==> src/rtl/pipe_stage_if.sv <==
// Valid/ready handshake bundle for one pipeline stage: upstream (in_*) and downstream (out_*) sides.
// master = the environment around the stage, slave = the stage itself.
interface pipe_stage_if #(
    parameter int DATA_W = 32
);
    logic              in_valid;
    logic [DATA_W-1:0] in_data;
    logic              in_ready;
    logic              out_valid;
    logic [DATA_W-1:0] out_data;
    logic              out_ready;

    modport master (
        output in_valid, in_data, out_ready,
        input  in_ready, out_valid, out_data
    );

    modport slave (
        input  in_valid, in_data, out_ready,
        output in_ready, out_valid, out_data
    );
endinterface

==> src/rtl/pipe_stage_reg.sv <==
// Pipeline register stage with stall/flush control and saturating statistics counters.
// Optional second skid entry (breaks the out_ready -> in_ready path) under `PIPE_STAGE_SKID_EN.
module pipe_stage_reg #(
    parameter int DATA_W = 32,
    parameter int CNT_W  = 16
) (
    input  logic             clk,
    input  logic             reset,
    pipe_stage_if.slave      bus,
    input  logic             stall,
    input  logic             flush,
    output logic [CNT_W-1:0] stall_cnt,
    output logic [CNT_W-1:0] flush_cnt
);

    function automatic logic [CNT_W-1:0] sat_inc(input logic [CNT_W-1:0] v);
        if (v == {CNT_W{1'b1}}) begin
            return v;
        end else begin
            return v + {{(CNT_W-1){1'b0}}, 1'b1};
        end
    endfunction

    logic              r_main_valid;
    logic [DATA_W-1:0] r_main_data;
    logic [CNT_W-1:0]  r_stall_cnt;
    logic [CNT_W-1:0]  r_flush_cnt;

    logic              w_main_valid_nxt;
    logic [DATA_W-1:0] w_main_data_nxt;
    logic [CNT_W-1:0]  w_stall_cnt_nxt;
    logic [CNT_W-1:0]  w_flush_cnt_nxt;
    logic              w_in_ready;
    logic              w_out_valid;
    logic              w_in_xfer;
    logic              w_out_xfer;
    logic              w_any_valid;

`ifdef PIPE_STAGE_SKID_EN
    logic              r_skid_valid;
    logic [DATA_W-1:0] r_skid_data;
    logic              w_skid_valid_nxt;
    logic [DATA_W-1:0] w_skid_data_nxt;

    // Skid build: acceptance depends only on local state, never on out_ready.
    assign w_in_ready  = !reset && !flush && !stall && !r_skid_valid;
    assign w_any_valid = r_main_valid || r_skid_valid;
`else
    assign w_in_ready  = !reset && !flush && !stall && (!r_main_valid || bus.out_ready);
    assign w_any_valid = r_main_valid;
`endif

    assign w_out_valid   = r_main_valid && !stall;
    assign w_in_xfer     = bus.in_valid && w_in_ready;
    assign w_out_xfer    = w_out_valid && bus.out_ready;

    assign bus.in_ready  = w_in_ready;
    assign bus.out_valid = w_out_valid;
    assign bus.out_data  = r_main_data;
    assign stall_cnt     = r_stall_cnt;
    assign flush_cnt     = r_flush_cnt;

    // Next-state: flush squashes everything, otherwise move payloads and count stalls.
    always_comb begin
        w_main_valid_nxt = r_main_valid;
        w_main_data_nxt  = r_main_data;
        w_stall_cnt_nxt  = r_stall_cnt;
        w_flush_cnt_nxt  = r_flush_cnt;
`ifdef PIPE_STAGE_SKID_EN
        w_skid_valid_nxt = r_skid_valid;
        w_skid_data_nxt  = r_skid_data;
`endif
        if (flush) begin
            w_main_valid_nxt = 1'b0;
            w_main_data_nxt  = {DATA_W{1'b0}};
`ifdef PIPE_STAGE_SKID_EN
            w_skid_valid_nxt = 1'b0;
            w_skid_data_nxt  = {DATA_W{1'b0}};
`endif
            if (w_any_valid) begin
                w_flush_cnt_nxt = sat_inc(r_flush_cnt);
            end else begin
                w_flush_cnt_nxt = r_flush_cnt;
            end
        end else begin
            if (stall) begin
                w_stall_cnt_nxt = sat_inc(r_stall_cnt);
            end else begin
                w_stall_cnt_nxt = r_stall_cnt;
            end
`ifdef PIPE_STAGE_SKID_EN
            // Skid is always older than new input, so it refills main first.
            if (w_out_xfer) begin
                if (r_skid_valid) begin
                    w_main_data_nxt  = r_skid_data;
                    w_skid_valid_nxt = 1'b0;
                end else if (w_in_xfer) begin
                    w_main_data_nxt  = bus.in_data;
                end else begin
                    w_main_valid_nxt = 1'b0;
                end
            end else if (w_in_xfer) begin
                if (r_main_valid) begin
                    w_skid_valid_nxt = 1'b1;
                    w_skid_data_nxt  = bus.in_data;
                end else begin
                    w_main_valid_nxt = 1'b1;
                    w_main_data_nxt  = bus.in_data;
                end
            end else begin
                w_main_valid_nxt = r_main_valid;
            end
`else
            if (w_in_xfer) begin
                w_main_valid_nxt = 1'b1;
                w_main_data_nxt  = bus.in_data;
            end else if (w_out_xfer) begin
                w_main_valid_nxt = 1'b0;
            end else begin
                w_main_valid_nxt = r_main_valid;
            end
`endif
        end
    end

    // State registers with synchronous reset overriding all other activity.
    always_ff @(posedge clk) begin
        if (reset) begin
            r_main_valid <= 1'b0;
            r_main_data  <= {DATA_W{1'b0}};
            r_stall_cnt  <= {CNT_W{1'b0}};
            r_flush_cnt  <= {CNT_W{1'b0}};
`ifdef PIPE_STAGE_SKID_EN
            r_skid_valid <= 1'b0;
            r_skid_data  <= {DATA_W{1'b0}};
`endif
        end else begin
            r_main_valid <= w_main_valid_nxt;
            r_main_data  <= w_main_data_nxt;
            r_stall_cnt  <= w_stall_cnt_nxt;
            r_flush_cnt  <= w_flush_cnt_nxt;
`ifdef PIPE_STAGE_SKID_EN
            r_skid_valid <= w_skid_valid_nxt;
            r_skid_data  <= w_skid_data_nxt;
`endif
        end
    end

endmodule

==> src/flat_wrapper.sv <==
// flat-port wrapper written by rule: the top's interface ports become plain ports
module pipe_stage_reg_flat 
#(
    parameter int DATA_W = 32,
    parameter int CNT_W  = 16
)
  (clk, reset, stall, flush, stall_cnt, flush_cnt, bus_in_valid, bus_in_data, bus_out_ready, bus_in_ready, bus_out_valid, bus_out_data);
  pipe_stage_if #(.DATA_W(DATA_W)) bus_i ();
  input  logic clk;
  input  logic reset;
  input  logic stall;
  input  logic flush;
  output logic [CNT_W-1:0] stall_cnt;
  output logic [CNT_W-1:0] flush_cnt;
  input wire logic [$bits(bus_i.in_valid)-1:0] bus_in_valid;
  input wire logic [$bits(bus_i.in_data)-1:0] bus_in_data;
  input wire logic [$bits(bus_i.out_ready)-1:0] bus_out_ready;
  output wire logic [$bits(bus_i.in_ready)-1:0] bus_in_ready;
  output wire logic [$bits(bus_i.out_valid)-1:0] bus_out_valid;
  output wire logic [$bits(bus_i.out_data)-1:0] bus_out_data;
  assign bus_i.in_valid = bus_in_valid;
  assign bus_i.in_data = bus_in_data;
  assign bus_i.out_ready = bus_out_ready;
  assign bus_in_ready = bus_i.in_ready;
  assign bus_out_valid = bus_i.out_valid;
  assign bus_out_data = bus_i.out_data;
  pipe_stage_reg #(.DATA_W(DATA_W), .CNT_W(CNT_W)) u_core (.clk(clk), .reset(reset), .bus(bus_i), .stall(stall), .flush(flush), .stall_cnt(stall_cnt), .flush_cnt(flush_cnt));
endmodule
==> config.mk <==
export PLATFORM = sky130hd
export DESIGN_NAME = pipe_stage_reg_flat
export DESIGN_NICKNAME = d
export VERILOG_FILES = /design/src/rtl/pipe_stage_if.sv /design/src/rtl/pipe_stage_reg.sv /design/src/flat_wrapper.sv
export SDC_FILE = /design/constraint.sdc
export NUM_CORES = 1
export LEC_CHECK = 0
export BUFFER_PORTS_ARGS = -buffer_cell sky130_fd_sc_hd__clkbuf_2
export CAP_MARGIN = 20
export CORE_AREA = 10 10 86 88
export DETAILED_ROUTE_END_ITERATION = 10
export DIE_AREA = 0 0 96 98
export GPL_ROUTABILITY_DRIVEN = 0
export GPL_TIMING_DRIVEN = 0
export PLACE_DENSITY = 0.82
export SYNTH_ARGS = -nofsm -noshare
export SYNTH_HDL_FRONTEND = slang
export SYNTH_SLANG_ARGS = --single-unit
==> constraint.sdc <==
create_clock -name clk -period 3 [get_ports clk]
set_input_delay 0 -clock clk [delete_from_list [all_inputs] [get_ports clk]]
set_output_delay 0 -clock clk [all_outputs]
set_load 0.02 [all_outputs]
## Word level (Yosys, flattened, before mapping)

Index checks and enable logic that the tools add are counted.

- Muxes and demuxes: 2
- Divide/modulo/power cells: 0
- $lt $le $gt $ge: 0
- Shifts and indexed selects: 0
- Reduce and logical (&&, ||, !) cells: 15
- Equal/unequal tests: 2
- Bitwise gates (word level): 3
- Multiply operators: 0
- $add $sub $neg: 2

Operators by type and width:

| operator | number |
|---|---|
| 16-bit by 1-bit adder with 16-bit output (second input constant) | 2 |
| 16-bit equality test (second input constant) | 2 |
| 1-bit logical AND | 6 |
| 3-bit AND reduction | 2 |
| 1-bit logical NOT | 4 |
| 1-bit NOT | 3 |
| 1-bit 2-to-1 mux | 2 |
| 2-bit nonzero test | 1 |
| 2-bit OR reduction | 1 |
| 1-bit logical OR | 1 |

- Output and inout bits: 66
- Bits in read-only memories: 0
- Bits in latches: 0
- Memories kept: 0
- Input bits: 38
- RAM bits: 0
- Register bits after elaboration: 65

## Logic depth before layout (Yosys ltp)

- Depth after elaboration: 6
- Depth in mapped cells: 7

## Least setup slack after synthesis

Ideal clock, no wire load.

- Kind: register to register
- Start: register u_core.r_flush_cnt[0] (netlist: u_core.flush_cnt[0])
- End: register u_core.r_flush_cnt[15] (netlist: u_core.flush_cnt[15])
- Required time: 2.877 ns
- Path slack: 1.173 ns
- Stages on the path, launching flop included: 7
- Buffers on the path: 1
- Clock period less this slack: 1.827 ns
- Data arrival time: 1.704 ns
- Cell sequence: dfxtp_1 -> ha_1 -> nand2_1 -> o311ai_4 -> buf_6 -> nor4_1 -> mux2_1

- Word-level cells in the longest chain between the ends: 3

RTL lines:

| item | line | source |
|---|---|---|
| start, declared | pipe_stage_reg.sv:27 | `logic [CNT_W-1:0] r_flush_cnt;` |
| start signal, assigned | pipe_stage_reg.sv:132 | `r_flush_cnt <= {CNT_W{1'b0}};` |
| start signal, assigned | pipe_stage_reg.sv:141 | `r_flush_cnt <= w_flush_cnt_nxt;` |
| branches (longest 3 deep; another with 16-bit by 1-bit adder with 16-bit output) | n/a |  |

Several ways; the timed one is not identified.
A chain may end at the register's enable or synchronous reset.

## Final worst setup path

- Start: register u_core.r_stall_cnt[8] (netlist: u_core.stall_cnt[8])
- End: register u_core.r_stall_cnt[0] (netlist: u_core.stall_cnt[0])

- Word-level cells in the longest chain between the ends: 3

RTL lines:

| item | line | source |
|---|---|---|
| start, declared | pipe_stage_reg.sv:26 | `logic [CNT_W-1:0] r_stall_cnt;` |
| start signal, assigned | pipe_stage_reg.sv:131 | `r_stall_cnt <= {CNT_W{1'b0}};` |
| start signal, assigned | pipe_stage_reg.sv:140 | `r_stall_cnt <= w_stall_cnt_nxt;` |
| 16-bit equality test | pipe_stage_reg.sv:17 | `if (v == {CNT_W{1'b1}}) begin` |
| 1-bit NOT (no line) | n/a |  |
| 3-bit AND reduction (no line) | n/a |  |

Every way passes these cells.

==> reports/qor.txt <==
Status = complete, no violations
Crit path largest cell delay = 520 ps
Fin crit share = 64.49%
# fillers = 436
Worst Setup EP = u_core.stall_cnt[0]
RSZ-0062 raised after global routing = false
Most frequent cells in the layout = clkbuf_2 (103), dfxtp_1 (65), nor2_1 (45)
Clk pwr share = 42.5%
Core area = 5746 um2
Clk_lat worst skew = 340 ps
Per-cell routed wire length = 16.53 um
Met3 routed WL = 617 um
Die Wd = 96 um
Antenna Nets Post-Route = 0
Worst Setup End Kind = register
PortBufs = 103
Hold Fails Final Rpt = 0
GRT Resource Usage Total = 19.03%
Netlist Area Pre-Place = 2930 um2
IR drop worst, VDD = 0.0004010 V
Leakage power figure = 0.001882 uW
Clock buffer depth = 2
Fin crit period = 1935 ps
CP startpoint kind = register
Vias in the first global route = 2,852
Setup bufs post-CTS = 0
Synth cell types = 39
Post-synthesis sequential area ratio = 44.41%
DRT Pass-1 Iters = 4
Gate power share = 7.7%
Pint = 1363 uW
Top sig layer = met4
Design Power = 1754 uW
M1 WL = 3583 um
Final Skew = 9.109 ps
Commonest non-fill, non-tap cell in the layout = clkbuf_2
Initial Util = 51.00%
Yosys warns = 0
Switching pwr = 390.3 uW
Min-delay worst type = input port to register
Largest net degree at the start of global routing = 11
Die Y-Extent = 98 um
Die area = 9408 um2
H-tree lvl count = 3
Grt total ovfl = 0
Finish-stage setup viols = 0
Pwr Density = 431.2 nW/um2
Required time worst endpoint = 3230 ps
FF+latch count, synth = 65
Syn-to-layout area delta = 38.81%
Cells along the critical path = nand4_1 > nor4b_2 > a21boi_1 > mux2_1
Master of the slowest instance on the critical path = nor4b_2
Syn_nets = 348
Crit path kind = register to register
CP max FO = 8
Syn avg cell area = 9.514 um2
Final Net Count = 495
Routed wl met2 = 4507 um
Worst slew pin tran = 576.1 ps
Reg power frac = 49.8%
Clk sinks = 65
Antenna violations before repair = 1
Switch share = 22.26%
Drt total wl = 8841 um
R2r startpoint = u_core.stall_cnt[8]
Slew headroom = 61.38%
Fin Setup TNS = 0 ps
Row cnt = 28
Gate Count Post-Synth = 308
Drt drc = 0
Reg2reg end = u_core.stall_cnt[0]
Pins over their slew limit = 0
CTS buffer count = 9
Vias/cell = 5.460
CTS tree = built
Initial DRC Count = 66
Maxcap violations = 0
Worst EP arrival = 2170 ps
Cells on worst reg2reg path = 4
F_max = 516.9 MHz
Root Driver = clkbuf_8
Flop-to-flop setup slack = 1070 ps
Via Count = 2,921
Layout cells sized above 1 = 28.54%
Worst-path clk slew = 70 ps
Hold path start = stall
First-pass GRT wire length = 14,260 um
Final HPWL from detailed placement = 5872 um
Crit path from = u_core.stall_cnt[8]
# IOs = 104
-- synth_stat cells --
cell	n	area share, %
a211oi_1	7	1.8
a21boi_1	1	0.26
a21oi_1	20	3.4
a311oi_1	1	0.30
a31oi_1	2	0.43
a41oi_1	1	0.30
and2_1	2	0.43
and2b_1	4	1.0
and3_1	2	0.43
and4_1	4	1.2
buf_2	1	0.17
buf_6	6	2.3
clkbuf_1	8	1.0
dfxtp_1	65	44
ha_1	2	0.85
inv_1	5	0.64
mux2_1	9	3.5
mux2i_1	34	12
nand2_1	11	1.4
nand2b_1	6	1.3
nand3_1	10	1.7
nand4_1	7	1.5
nand4_2	1	0.43
nor2_1	45	5.8
nor2b_1	7	1.5
nor3_1	5	0.85
nor3_2	3	1.0
nor3b_1	1	0.26
nor4_1	2	0.43
nor4b_2	1	0.51
o21ai_0	2	0.34
o21ai_1	2	0.34
o311ai_4	1	0.90
o31ai_1	12	3.1
o41a_1	1	0.38
or2_1	1	0.21
or3_1	4	0.85
or3_4	1	0.38
or4_1	11	2.8
-- registers in the layout (all words and copies together), names as in the netlist --
signal,flops
u_core.bus.out_data,32
u_core.flush_cnt,16
u_core.stall_cnt,16
u_core.r_main_valid,1
-- worst max-delay path: cells and delay by family, from the launching register on --
kind	cells	cell delay, ps
AND/OR/NAND/NOR	2	840
AO/OA/AOI/OAI	1	190
multiplexers	1	330
flip-flops	1	460
-- cell type report --
class | instances | area (um2) | area share (%)
Timing Repair Buffer | 136 | 845.8 | 20.79
Inverter | 5 | 18.77 | 0.4614
Clock buffer | 12 | 155.1 | 3.814
Antenna cell | 1 | 2.502 | 0.06152
Sequential cell | 65 | 1301 | 31.99
Tap cell | 75 | 93.84 | 2.307
Multi-Input combinational cell | 223 | 1508 | 37.07
Clock inverter | 3 | 40.04 | 0.9843
Buffer | 15 | 102.6 | 2.522
-- through the flow --
stage	cells	hold WS (ps)	worst slack (ps)	cell area (um2)	util, %
floorplan	308	78.11	1173	2930	-
CTS	534	21.83	1075	4065	70.75
global route	535	58.42	884.0	4068	70.80
finish	535	30.02	1065	4068	70.80
global placement	486	232.8	1175	3540	61.61
detailed placement	486	239.9	1134	3540	61.61
-- worst min-delay path by stage --
stage | end | slack [ps] | cells past startpoint
after floorplan | bus_out_valid | 80 | 1
after global placement | u_core.bus.out_data[31] | 230 | 3
after detailed placement | u_core.bus.out_data[17] | 240 | 3
after CTS | u_core.r_main_valid | 20 | 3
after global routing | u_core.r_main_valid | 60 | 4
final | u_core.r_main_valid | 30 | 3
-- routing by layer --
metal,GRT usage (%),vias up
met2,32.31,96
met3,6.279,13
met1,20.98,1386
met4,7.832,0
met5,0,-
li1,-,1426
-- power by group through the flow --
stage	clock (uW)	sequential (uW)	combinational [uW]
6_report	745	874	135
3_3_place_gp	0	893	95.2
4_1_cts	762	874	133
5_1_grt	793	874	147
2_1_floorplan	0	899	47.4
3_5_place_dp	0	893	98.2
-- cells by family after synthesis --
logic type	after synthesis	synth area share, %
mux	43	15.07
compound gates	50	11.53
simple gates	128	24.00
buf+inv	20	4.142
fa+ha+maj	2	0.8538
flops	65	44.41
-- what timing repair did --
item                                   CTS  global route
gates resized for setup                  0             0
hold buffers                            33             0
endpoints found under the hold margin   33             0
(Power assumes the default switching activity.)
